===== src/rtl/game_pkg.sv =====
// Shared encodings for the match controller: FSM states, winner codes and the
// bit layout of a packed player position word.
package game_pkg;

    typedef enum logic [2:0] {
        ST_IDLE      = 3'd0,
        ST_COUNTDOWN = 3'd1,
        ST_PLAY      = 3'd2,
        ST_RESPAWN   = 3'd3,
        ST_OVER      = 3'd4
    } match_state_t;

    typedef enum logic [1:0] {
        WIN_NONE = 2'b00,
        WIN_P1   = 2'b01,
        WIN_P2   = 2'b10,
        WIN_DRAW = 2'b11
    } winner_t;

    localparam int POS_X_HI = 31;
    localparam int POS_X_LO = 16;
    localparam int POS_Y_HI = 15;
    localparam int POS_Y_LO = 0;

    // Stock never goes below zero, even if a KO lands on an empty counter.
    function automatic logic [15:0] sat_dec(input logic [15:0] value, input logic hit);
        if (hit && value != 16'd0) begin
            return value - 16'd1;
        end
        return value;
    endfunction

endpackage


===== src/rtl/blast_zone_check.sv =====
// Flags a player as knocked out once its position leaves the arena; positions
// are unsigned, so a player flung past zero wraps large and is caught too.
module blast_zone_check
    import game_pkg::*;
#(
    parameter int unsigned X_MAX = 640,
    parameter int unsigned Y_MAX = 480
) (
    input  logic [31:0] pos,
    output logic        ko
);

    localparam logic [31:0] X_LIMIT = 32'(X_MAX);
    localparam logic [31:0] Y_LIMIT = 32'(Y_MAX);

    logic [31:0] x_ext;
    logic [31:0] y_ext;

    assign x_ext = {16'd0, pos[POS_X_HI:POS_X_LO]};
    assign y_ext = {16'd0, pos[POS_Y_HI:POS_Y_LO]};
    assign ko    = (x_ext >= X_LIMIT) || (y_ext >= Y_LIMIT);

endmodule


===== src/rtl/match_controller.sv =====
// Two-player match sequencer: countdown, play with blast-zone KO detection,
// respawn freeze and game-over, with all outputs registered.
module match_controller
    import game_pkg::*;
#(
    parameter int unsigned X_MAX          = 640,
    parameter int unsigned Y_MAX          = 480,
    parameter int unsigned LIVES          = 3,
    parameter int unsigned CD_CYCLES      = 50000000,
    parameter int unsigned RESPAWN_CYCLES = 25000000
) (
    input  logic        clock,
    input  logic        reset,
    input  logic        start,
    input  logic [31:0] pos1,
    input  logic [31:0] pos2,
    output logic [2:0]  state,
    output logic        freeze,
    output logic [1:0]  respawn,
    output logic [15:0] lives1,
    output logic [15:0] lives2,
    output logic [1:0]  winner
);

    localparam logic [31:0] CD_LOAD      = 32'(CD_CYCLES - 1);
    localparam logic [31:0] RESPAWN_LOAD = 32'(RESPAWN_CYCLES - 1);
    localparam logic [15:0] LIVES_INIT   = 16'(LIVES);

    match_state_t state_r;
    logic [31:0]  timer;
    logic         start_q;
    logic         start_edge;
    logic         ko1;
    logic         ko2;
    logic [15:0]  lives1_next;
    logic [15:0]  lives2_next;
    logic         out1;
    logic         out2;

    blast_zone_check #(.X_MAX(X_MAX), .Y_MAX(Y_MAX)) u_zone1 (
        .pos (pos1),
        .ko  (ko1)
    );

    blast_zone_check #(.X_MAX(X_MAX), .Y_MAX(Y_MAX)) u_zone2 (
        .pos (pos2),
        .ko  (ko2)
    );

    assign start_edge  = start && !start_q;
    assign lives1_next = sat_dec(lives1, ko1);
    assign lives2_next = sat_dec(lives2, ko2);
    assign out1        = (lives1_next == 16'd0);
    assign out2        = (lives2_next == 16'd0);
    assign state       = state_r;

    // start_q resets high so a button held through reset cannot fake an edge.
    always_ff @(posedge clock) begin
        if (reset) begin
            state_r <= ST_IDLE;
            freeze  <= 1'b1;
            respawn <= 2'b00;
            winner  <= WIN_NONE;
            lives1  <= LIVES_INIT;
            lives2  <= LIVES_INIT;
            timer   <= 32'd0;
            start_q <= 1'b1;
        end else begin
            start_q <= start;
            respawn <= 2'b00;
            case (state_r)
                ST_IDLE: begin
                    freeze <= 1'b1;
                    winner <= WIN_NONE;
                    if (start_edge) begin
                        state_r <= ST_COUNTDOWN;
                        timer   <= CD_LOAD;
                        lives1  <= LIVES_INIT;
                        lives2  <= LIVES_INIT;
                    end
                end
                ST_COUNTDOWN: begin
                    if (timer == 32'd0) begin
                        state_r <= ST_PLAY;
                        freeze  <= 1'b0;
                    end else begin
                        freeze <= 1'b1;
                        timer  <= timer - 32'd1;
                    end
                end
                ST_PLAY: begin
                    freeze <= 1'b0;
                    if (ko1 || ko2) begin
                        lives1  <= lives1_next;
                        lives2  <= lives2_next;
                        respawn <= {ko2, ko1};
                        freeze  <= 1'b1;
                        if (out1 || out2) begin
                            state_r <= ST_OVER;
                            if (out1 && out2) begin
                                winner <= WIN_DRAW;
                            end else if (out1) begin
                                winner <= WIN_P2;
                            end else begin
                                winner <= WIN_P1;
                            end
                        end else begin
                            state_r <= ST_RESPAWN;
                            timer   <= RESPAWN_LOAD;
                        end
                    end
                end
                ST_RESPAWN: begin
                    if (timer == 32'd0) begin
                        state_r <= ST_PLAY;
                        freeze  <= 1'b0;
                    end else begin
                        freeze <= 1'b1;
                        timer  <= timer - 32'd1;
                    end
                end
                ST_OVER: begin
                    freeze <= 1'b1;
                    if (start_edge) begin
                        state_r <= ST_IDLE;
                        winner  <= WIN_NONE;
                    end
                end
                default: begin
                    state_r <= ST_IDLE;
                    freeze  <= 1'b1;
                    winner  <= WIN_NONE;
                    timer   <= 32'd0;
                end
            endcase
        end
    end

endmodule


===== config.mk =====
export PLATFORM = sky130hd
export DESIGN_NAME = match_controller
export DESIGN_NICKNAME = d
export VERILOG_FILES = /design/src/rtl/game_pkg.sv /design/src/rtl/blast_zone_check.sv /design/src/rtl/match_controller.sv
export SDC_FILE = /design/constraint.sdc
export NUM_CORES = 1
export LEC_CHECK = 0
export CAP_MARGIN = 20
export CORE_MARGIN = 1
export CORE_UTILIZATION = 45
export CTS_CLUSTER_DIAMETER = 80
export CTS_CLUSTER_SIZE = 12
export DETAILED_ROUTE_END_ITERATION = 12
export PLACE_DENSITY = 0.83
export SETUP_SLACK_MARGIN = 0.1
export SLEW_MARGIN = 20
export SYNTH_ARGS = -nofsm -noshare
export SYNTH_HDL_FRONTEND = slang
export SYNTH_HIERARCHICAL = 1
export SYNTH_SLANG_ARGS = --single-unit

===== constraint.sdc =====
create_clock -name clock -period 6.8 [get_ports clock]
set_clock_uncertainty 0.1 [all_clocks]
set_input_delay 1.7 -clock clock [delete_from_list [all_inputs] [get_ports clock]]
set_output_delay 1.7 -clock clock [all_outputs]
set_load 0.1 [all_outputs]

; ---- Word-level counts from Yosys, hierarchy flattened
; Index checks and enable logic that the tools add are counted.
[totals]
elab_cells = 83
input_bits = 67
register_bits = 73
output_inout_bits = 40
[classes]
order_cmp = 4
mux = 31
n_reduce_logical = 22
n_eq_ne = 11
add_sub_neg = 3
bitwise_logic = 4
[op_table]
columns = operator, n
row1 = 32-bit 2-to-1 mux, 4
row2 = 32-bit case mux with 4 select lines, 1
row3 = 16-bit 2-to-1 mux, 7
row4 = 16-bit case mux with 2 select lines, 2
row5 = 16-bit by 10-bit greater-or-equal comparator with 1-bit output (second input constant), 2
row6 = 16-bit by 9-bit greater-or-equal comparator with 1-bit output (second input constant), 2
row7 = 16-bit zero test, 2
row8 = 32-bit zero test, 1
row9 = 16-bit nonzero test, 2
row10 = 16-bit by 1-bit subtractor with 16-bit output (second input constant), 2
row11 = 32-bit by 1-bit subtractor with 32-bit output (second input constant), 1
row12 = 3-bit 2-to-1 mux, 5
row13 = 2-bit inequality test (second input constant), 6
row14 = 3-bit case mux with 4 select lines, 1
row15 = 2-bit 2-to-1 mux, 5
row16 = 4-bit AND reduction, 2
row17 = 3-bit by 2-bit equality test with 1-bit output (second input constant), 2
row18 = 2-bit case mux with 3 select lines, 1
row19 = 5-bit AND reduction, 1
row20 = 1-bit logical AND, 4
row21 = 1-bit logical OR, 4
row22 = 1-bit 2-to-1 mux, 4
row23 = 1-bit NOT, 4
row24 = 3-bit by 1-bit equality test with 1-bit output (second input constant), 1
row25 = 9 further kinds, 9

; ---- Logic depth before layout (Yosys ltp)
; Gate-level depths: netlist of the first run.
[depth]
ltp_word = 11
ltp_mapped = 14
mapped_depth_nobuf = 12

; ---- Hierarchy
; Netlist of the first run, hierarchy kept.
[by_module_without_submodules]
columns = mod, seq_area_each_um2, cells_each, n_inst, area_each_um2
row1 = match_controller, 1461.4, 588, 1, 4410.5
row2 = blast_zone_check, 0.0, 7, 2, 43.8

; ---- Least setup slack after synthesis of the first run
; OpenSTA, ideal clock, no wires.
[synth_timing]
path_kind = input -> register
from = input port pos1[5]
to = register timer[20]
path_slack_ps = 1482
t_required_ps = 6581
path_buffers = 2
t_arrival_ps = 5099
path_stages = 14
setup_time_ps = 119
cell_sequence = nand4_1 nand4_1 or4_1 buf_2 or4b_4 or3_1 or3_1 mux2_4 or4_4 or4_4 nand2_4 buf_6 a21oi_1 o221a_2
[synth_between]
elab_chain_cells = 9
word_cells_on_any_way = 11
classes_between = 1 x order compare / 2 x eq/ne / 2 x mux / 6 x reduce/logical
[synth_rtl]
columns = item, line_no
row1 = start: declaration, match_controller.sv:15  ; input logic [31:0] pos1,
row2 = 16-bit by 9-bit greater-or-equal comparator with 1-bit output (*), blast_zone_check.sv:21  ; assign ko = (x_ext >= X_LIMIT) || (y_ext >= Y_LIMIT);
row3 = 1-bit logical OR (*), blast_zone_check.sv:21
row4 = net ko1, match_controller.sv:33  ; logic ko1;
row5 = 1-bit logical AND, game_pkg.sv:27  ; if (hit && value != 16'd0) begin
row6 = 1-bit 2-to-1 mux, game_pkg.sv:27
row7 = 16-bit 2-to-1 mux, game_pkg.sv:30  ; return value;
row8 = 16-bit zero test, match_controller.sv:53  ; assign out1 = (lives1_next == 16'd0);
row9 = 1-bit logical OR, match_controller.sv:98  ; if (out1 || out2) begin
row10 = 2-bit inequality test (no line), --
row11 = 5-bit AND reduction (no line) (*), --
row12 = end signal: assignment, match_controller.sv:88  ; timer <= timer - 32'd1;
row13 = end signal: assignment, match_controller.sv:119  ; timer <= timer - 32'd1;
row14 = end: declaration, match_controller.sv:30  ; logic [31:0] timer;
; The timed path passes the listed nets; every way through them passes the cells marked *.
; A chain may end at the register's enable or synchronous reset.

; ---- Final worst setup path of the first run
[layout_timing]
from = input port pos1[8]
to = register timer[15]
; Same word-level chain as after synthesis.

==> results.md, run 1 <==
- The TritonCTS sink count is 73.
- The fraction of final layout cells sized beyond drive strength 1 is 7.922%.
- The share of total power consumed by net switching is 28.37%.
- The total instance count after detailed placement is 786.
- The combined area of the multi-input logic cells is 2810 µm².
- The leakage power is 0.001993 µW.
- The longest clock path from root to sink contains 2 buffers.
- The worst setup path is captured at a flop.
- The post-route DRC violation count is 0.
- The repair_antennas step left the layout with diodes totalling 0.
- By area the synthesized netlist is led by dfxtp_1, a21oi_1, nor2_1.
- The wire length reported by the detailed router is 12.83 mm.
- STA classifies the critical path startpoint as a primary input.
- Dividing total power by cell area gives a power density of 193.0 nW/µm².
- The transition time of the tightest slew-check pin is 1001 ps.
- In this run the vertical extent of the chip is 102.0 µm.
- In the finished design, the share of the clock period the worst path needs comes to 81.74%.
- The pre-CTS setup slack is 898.5 ps.
- The routed via count is 4,921.
- The net count of the finished layout is 734.
- The floorplan step set the die width to 102.0 µm.
- For the final routed database, the setup TNS stands at 0 ps.
- Once the floorplan was initialized, standard cells occupied 46.23% of the core.
- The first-pass GRT wire length is 20.87 mm.
- The internal power summed over all cells is 775.8 µW.
- The run finished with clean final reports.
- The non-filler instance count after layout is 802.
- The smallest setup slack after layout is 1242 ps.
- The core box area is 9729 µm².
- In the final layout, flip-flops and latches occupy 1461 µm².
- TritonCTS built the clock tree.
- The gate count after technology mapping is 602.
- The clock input transition at the sequential cells of the worst setup and hold paths is 90 ps.
- The sum of overflow across all layers after global routing is 0.
- For the worst setup path, the data arrival time is 5720 ps.
- In this run, flip-flops and latches consume 42.8% of the power.
- The synthesized area per cell is 7.472 µm².
- During synthesis, Yosys emitted a total of 6 warnings.
- Counting the buffers created by CTS gives 9.
- The critical path start-end classification is in -> reg.
- The final antenna-violating net count is 0.
- The synthesized design devotes to its leading area cell type 32.49% of total area.
- The area growth from synthesis to final layout is 24.73%.
- The area of the mapped netlist is 4498 µm².
- The number of placed I/O pins is 107.
- The hold buffer count at CTS is 0.
- Fill cells in the final layout number 915.
- The global placer's final weighted congestion is 0.8758.
- The peak per-stage delay on the critical path is 550 ps.
- In the final routed layout, each cell accounts on average for 16.00 µm.
- After synthesis, the most frequently instantiated cells are dfxtp_1, nor2_1, nand2_1.
- The first TritonRoute pass finished after 5 iterations.
- The slowest stage of the critical path is the or4_4 cell.
- The top achievable clock speed is 179.9 MHz.
- Traced cell by cell, the critical path runs through clkdlybuf4s50_1, nand4_1, nand4_1, or4_1, or4b_4, or3_1, or3_1, mux2_4, or4_4, or4_4, nand2_4, a21oi_1, o32ai_1.
- The via count of the first global-routing pass was 4,580.
- The worst slew margin relative to its limit is 33.28%.
- The detailed router's first-iteration violation count is 364.
- The synthesized design contains 73 register bits.
- Setup repair after global routing left no endpoint under its margin.
- Yosys mapped a number of flops with a built-in enable equal to 0.
- The clock period could shrink to 5558 ps.
- The number of port buffers is 82.
- Global routing used 24.78% of the available tracks across all layers.
- At the worst endpoint, the required time is 6960 ps.
- Combinational cells account for 17.3% of the total power.
- Sequential cells were found to cover 32.49% of the synthesized design area.
- Once the clock tree was built, the setup fixing pass inserted 0 buffers.
- The post-cts resize count is 0.
- Summed over all instances, the cell type with the most area after synthesis is dfxtp_1.
- Of all nets on the critical path, the largest fanout is 34.
- In this run the core area contains 36 standard-cell rows.
- The min-delay analysis places its worst path in the category reg -> reg.
- The primary flip-flop cell chosen by synthesis mapping is dfxtp_1.
- For this design the total switching power over the nets is 307.2 µW.
- After detailed routing, the number of vias per cell comes to 6.136.
- The number of antenna violations at the first check in global routing came to 0.
- After legalization and detailed placement, the total HPWL measured 8.639 mm.
- After layout, the design draws a total of 1083 µW.
- The final count of negative-setup-slack endpoints is 0.
- The clock network burns 39.9% of the power.
- The clock reaches the later pin of the worst-skew pair after 360 ps.
- On the final layout, the worst hold slack is 387.1 ps.
- By instance count, the leading cell after synthesis is dfxtp_1.
- The pin count of the biggest net entering global routing is 60.
- The worst vdd rail ir drop is 0.1319 mV.
- The count of endpoints failing hold in the final timing report is 0.
- The max capacitance violation total is 0.
- Of all flip-flops after synthesis, the portion carrying an async set or reset was 0%.
- The final-report max-slew violation count is 0.
- The clock tree synthesis step divided the H-tree into 3 levels.
- The floorplan step defined a die boundary enclosing 10,400 µm².
- After synthesis, the netlist uses 66 different library cells.
- The net count of the mapped netlist is 672.
- The cell sitting at the root of the clock tree is a clkbuf_8.
==> cells in the final DEF (no fill, tap or decap), types with 14 or more instances in the layout <==
| master | n |
|---|---|
| inv_1 | 15 |
| nor3_1 | 30 |
| o21ai_0 | 25 |
| a21oi_1 | 64 |
| a31oi_1 | 14 |
| or3_1 | 15 |
| nand2_1 | 67 |
| nor2_1 | 70 |
| clkdlybuf4s50_1 | 81 |
| dfxtp_1 | 73 |
| nand3_1 | 14 |
==> power groups by stage <==
stage	logic [µW]	registers (µW)	clock network (µW)
floorplan	126	475	0
global placement	177	471	0
detailed placement	183	473	0
CTS	184	463	437
global route	206	467	454
finish	187	464	432
==> layout make-up <==
cell class	count	share of cell area, %
clock buffers	10	2.453
repair buffers	88	15.34
flip-flops and latches	73	26.05
multi-input cells	476	50.09
clock inverters	6	2.029
inverters	16	1.070
well taps	133	2.966
==> final timing paths <==
check / start / end / slack [ps] / depth (start not counted)
setup reg to reg: lives1[0]$_SDFFE_PP1P_ / timer[15]$_SDFFE_PP0P_ / 2540 / 11
setup / recovery: pos1[8] / timer[15]$_SDFFE_PP0P_ / 1240 / 13
hold / removal: timer[1]$_SDFFE_PP0P_ / timer[1]$_SDFFE_PP0P_ / 390 / 2
hold reg to reg: timer[1]$_SDFFE_PP0P_ / timer[1]$_SDFFE_PP0P_ / 390 / 2
==> sequential cells by signal, indices dropped and copies added (netlist names) <==
name,count
lives1,16
state,3
winner,2
timer,32
lives2,16
respawn,2
freeze,1
start_q,1
==> kinds of logic (layout without fill, tap and decap cells) <==
group / Yosys count / after routing / share of synthesized area, %
flops: 73 / 73 / 32.49
compound gates: 183 / 183 / 27.82
xor+xnor: 7 / 7 / 1.363
buf+inv: 53 / 120 / 5.229
simple gates: 280 / 280 / 31.46
mux: 3 / 3 / 0.8066
fa+ha+maj: 3 / 3 / 0.8346
==> critical path, delay by kind of cell <==
| family | cells | cell delay (ps) |
|---|---|---|
| compound gates | 2 | 350 |
| mux | 1 | 310 |
| simple gates | 9 | 2850 |
| buf+inv | 1 | 470 |
==> metal layers <==
metal | GRT usage (%) | up-vias | part of all wire (%)
met2 | 43.83 | 217 | 49
met3 | 4.651 | 29 | 6.6
met1 | 29.76 | 2301 | 42
met4 | 9.231 | 0 | 1.7
li1 | - | 2374 | -
met5 | 0 | - | 0
==> stage by stage <==
stage	util [%]	area, µm²
2_1_floorplan	-	4498
4_1_cts	57.60	5604
3_5_place_dp	55.02	5353
5_1_grt	57.66	5610
3_3_place_gp	55.02	5353
6_report	57.66	5610
Note: power is estimated with default switching activity, not from simulation.
==> inputs of run 2 (changes only) <==
==> constraint.sdc (replaced) <==
create_clock -name clock -period 5.8 [get_ports clock]
set_clock_uncertainty 0.1 [all_clocks]
set_input_delay 1.45 -clock clock [delete_from_list [all_inputs] [get_ports clock]]
set_output_delay 1.45 -clock clock [all_outputs]
set_load 0.1 [all_outputs]
==> results.md, run 2 (same netlist as run 1, synthesis figures left out) <==
- The flow ran to the end, and the final reports show no timing, DRC or antenna violations.
- The critical path start-end classification is in -> reg.
- The fraction of final layout cells sized beyond drive strength 1 came to 7.899% (-0.024 points).
- Traced cell by cell, the critical path runs through clkdlybuf4s50_1, nand4_1, nand4_1, or4_1, or4b_4, or3_1, or3_1, mux2_4, or4_4, or4_4, nand2_4, buf_4, nand2_1, a31oi_1.
- The most critical setup path has its endpoint at timer[26]$_SDFFE_PP0P_.
- In this run the worst setup path begins at pos1[8].
- The post-route DRC violation count came to 0 (unchanged).
- The finished layout cell area is 5588 µm² (-0.40%).
- The transition time of the tightest slew-check pin was 1059 ps (+57.83 ps).
- The final-report max-slew violation count is 0 (unchanged).
- The required time at the endpoint of the critical path is 5970 ps (-990 ps).
- The number of nets in the finished design is 736 (+0.27%).
- The worst register-to-register path begins at lives1[0]$_SDFFE_PP1P_.
- The final count of negative-setup-slack endpoints is 0 (unchanged).
- The combined global-route utilization of all metal layers is 24.90% (+0.12 points).
- Relative to the synthesized area, the layout overhead comes to 24.23%.
- The pin count of the biggest net entering global routing came to 59 (-1.7%).
- The leakage power came to 0.001994 µW (about the same).
- The data arrival time at the worst-slack endpoint is 5510 ps (-210 ps).
- The minimum hold slack is 386.3 ps (-0.8460 ps).
- The internal reg-to-reg setup slack is 1570 ps (-970 ps).
- The kind of start point of the critical path is a primary input.
- The post-cts resize count was 0 (unchanged).
- The terminus of the critical flop-to-flop path is timer[26]$_SDFFE_PP0P_.
- The ratio of total power to cell area is 217.9 nW/µm² (+13%).
- The number of optimization iterations in the first detailed-route pass is 5 (unchanged).
- The number of flip-flops in the largest register came to 32 (unchanged).
- The number of placed I/O pins is 107 (unchanged).
- The clock input transition at the sequential cells of the worst setup and hold paths is 70 ps (-20 ps).
- The startpoint of the tightest hold check path is timer[25]$_SDFFE_PP0P_.
- The overall die height is 102.0 µm (unchanged).
- The total instance count after detailed placement is 788 (+0.25%).
- The final critical path takes up 92.11% of the cycle.
- The area of the die is 10,400 µm² (unchanged).
- The global placer's final weighted congestion is 0.8786 (+0.32%).
- The maximum fanout count along the critical path was 31 (-8.8%).
- Setup repair after global routing left no endpoint under its margin.
- The final antenna-violating net count is 0 (unchanged).
- The instance area after placement was 5368 µm² (+0.28%).
- The worst vdd rail ir drop is 0.1350 mV (+2.3%).
- The number of diodes is 0 (unchanged).
- The clock tree from TritonCTS is built.
- In the layout the commonest cells are clkdlybuf4s50_1, dfxtp_1, nor2_1, nand2_1, a21oi_1.
- The cell row count was 36 (unchanged).
- The fraction of the core area covered by cells at the end of the flow is 57.43% (-0.23 points).
- The worst slew margin relative to its limit is 28.78% (-4.5 points).
- The commonest non-fill, non-tap cell in the layout is clkdlybuf4s50_1.
- The source-to-sink clock delay at the later pin of the worst-skew pair is 350 ps (about the same).
- The TritonCTS sink count is 73 (unchanged).
- The peak per-stage delay on the critical path is 540 ps (about the same).
- The critical path endpoint category is a flop.
- The routed wirelength normalized by instance count came to 16.12 µm (+0.75%).
- The number of setup buffers added after CTS is 0 (unchanged).
- The final-layout setup total negative slack is 0 ps (unchanged).
- The hold buffer count at CTS is 0 (unchanged).
- The vias per cell was 6.183 (+0.76%).
- The number of port buffers is 82 (unchanged).
- The effective utilization at floorplan is 46.23% (unchanged).
- The core box area came to 9729 µm² (unchanged).
- The smallest clock period supported by the final layout is computed as 5342 ps.
- The logic depth of the worst register-to-register path came to 12 (+1).
- More flip-flops sit in one register than any other, and that register is timer.
- The top achievable clock speed is 187.2 MHz.
- The sum of overflow across all layers after global routing came to 0 (unchanged).
- The total number of H-tree levels is 3 (unchanged).
- For this design, the slowest cell found on the critical path is or4_4.
- The detailed router's first-iteration violation count is 384 (+5.5%).
- The count of fill cells added during filler insertion is 915 (unchanged).
- The worst hold path class is reg -> reg.
- The chip width was 102.0 µm (unchanged).
- The HPWL after detailed placement is 8.827 mm (+2.2%).
- The maximum root-to-sink buffer count was 2 (unchanged).
- The number of buffers created by CTS is 9 (unchanged).
- The routed via count came to 4,971 (+1.0%).
- The number of antenna violations at the first check in global routing is 0 (unchanged).
- The max capacitance violation total came to 0 (unchanged).
- The first-pass GRT wire length was 20.85 mm (-0.10%).
- The largest registers in the layout are timer (32), lives1 (16), lives2 (16).
- The root buffer selected by CTS is clkbuf_8.
- The count of endpoints failing hold in the final timing report came to 0 (unchanged).
- The via count of the first global-routing pass came to 4,517 (-1.4%).
- The wire length reported by the detailed router is 12.96 mm (+1.0%).
- The non-filler instance count after layout came to 804 (+0.25%).
## run 2: final cells by class
| cell class | instances | area [µm²] | area share (%) |
|---|---|---|---|
| timing repair buffer | 90 | 875.8 | 15.67 |
| clock inverter | 5 | 78.83 | 1.411 |
| multi-input combinational | 476 | 2804 | 50.18 |
| sequential | 73 | 1461 | 26.15 |
| clock buffer | 11 | 141.4 | 2.530 |
| tap | 133 | 166.4 | 2.978 |
| inverter | 16 | 60.06 | 1.075 |
## run 2: critical path, delay by kind of cell
kind | cells | cell delay (ps)
buffers and inverters | 2 | 670
AOI/OAI and AO/OA | 1 | 140
and+or+nand+nor | 10 | 2920
muxes | 1 | 310
## run 2: layer usage
metal  GRT usage (%)  wire [µm]
met4           10.22        236
met2           44.30       6541
met3           2.941        727
met1           30.44       5453
met5               0          0
## run 2: through the flow
| stage | total power, µW | setup slack (ps) |
|---|---|---|
| finish | 1217 | 457.9 |
| global route | 1268 | 291.8 |
| CTS | 1218 | 474.5 |
| detailed placement | 772.1 | 154.6 |
| global placement | 762.9 | 171.7 |
| floorplan | 704.2 | 732.5 |
## run 2: where the power goes
part,switching [µW],internal (µW)
registers,22.2,522
logic,134,90.3
clock network,196,254
total,352,866
## run 2: how the worst min path moves through the flow
| stage | to | slack (ps) | cells past startpoint |
|---|---|---|---|
| 6_report | timer[25]$_SDFFE_PP0P_ | 390 | 2 |
| 5_1_grt | timer[25]$_SDFFE_PP0P_ | 400 | 2 |
| 4_1_cts | timer[31]$_SDFFE_PP0P_ | 380 | 2 |
| 3_5_place_dp | timer[31]$_SDFFE_PP0P_ | 370 | 2 |
| 3_3_place_gp | timer[31]$_SDFFE_PP0P_ | 360 | 2 |
| 2_1_floorplan | timer[31]$_SDFFE_PP0P_ | 350 | 2 |
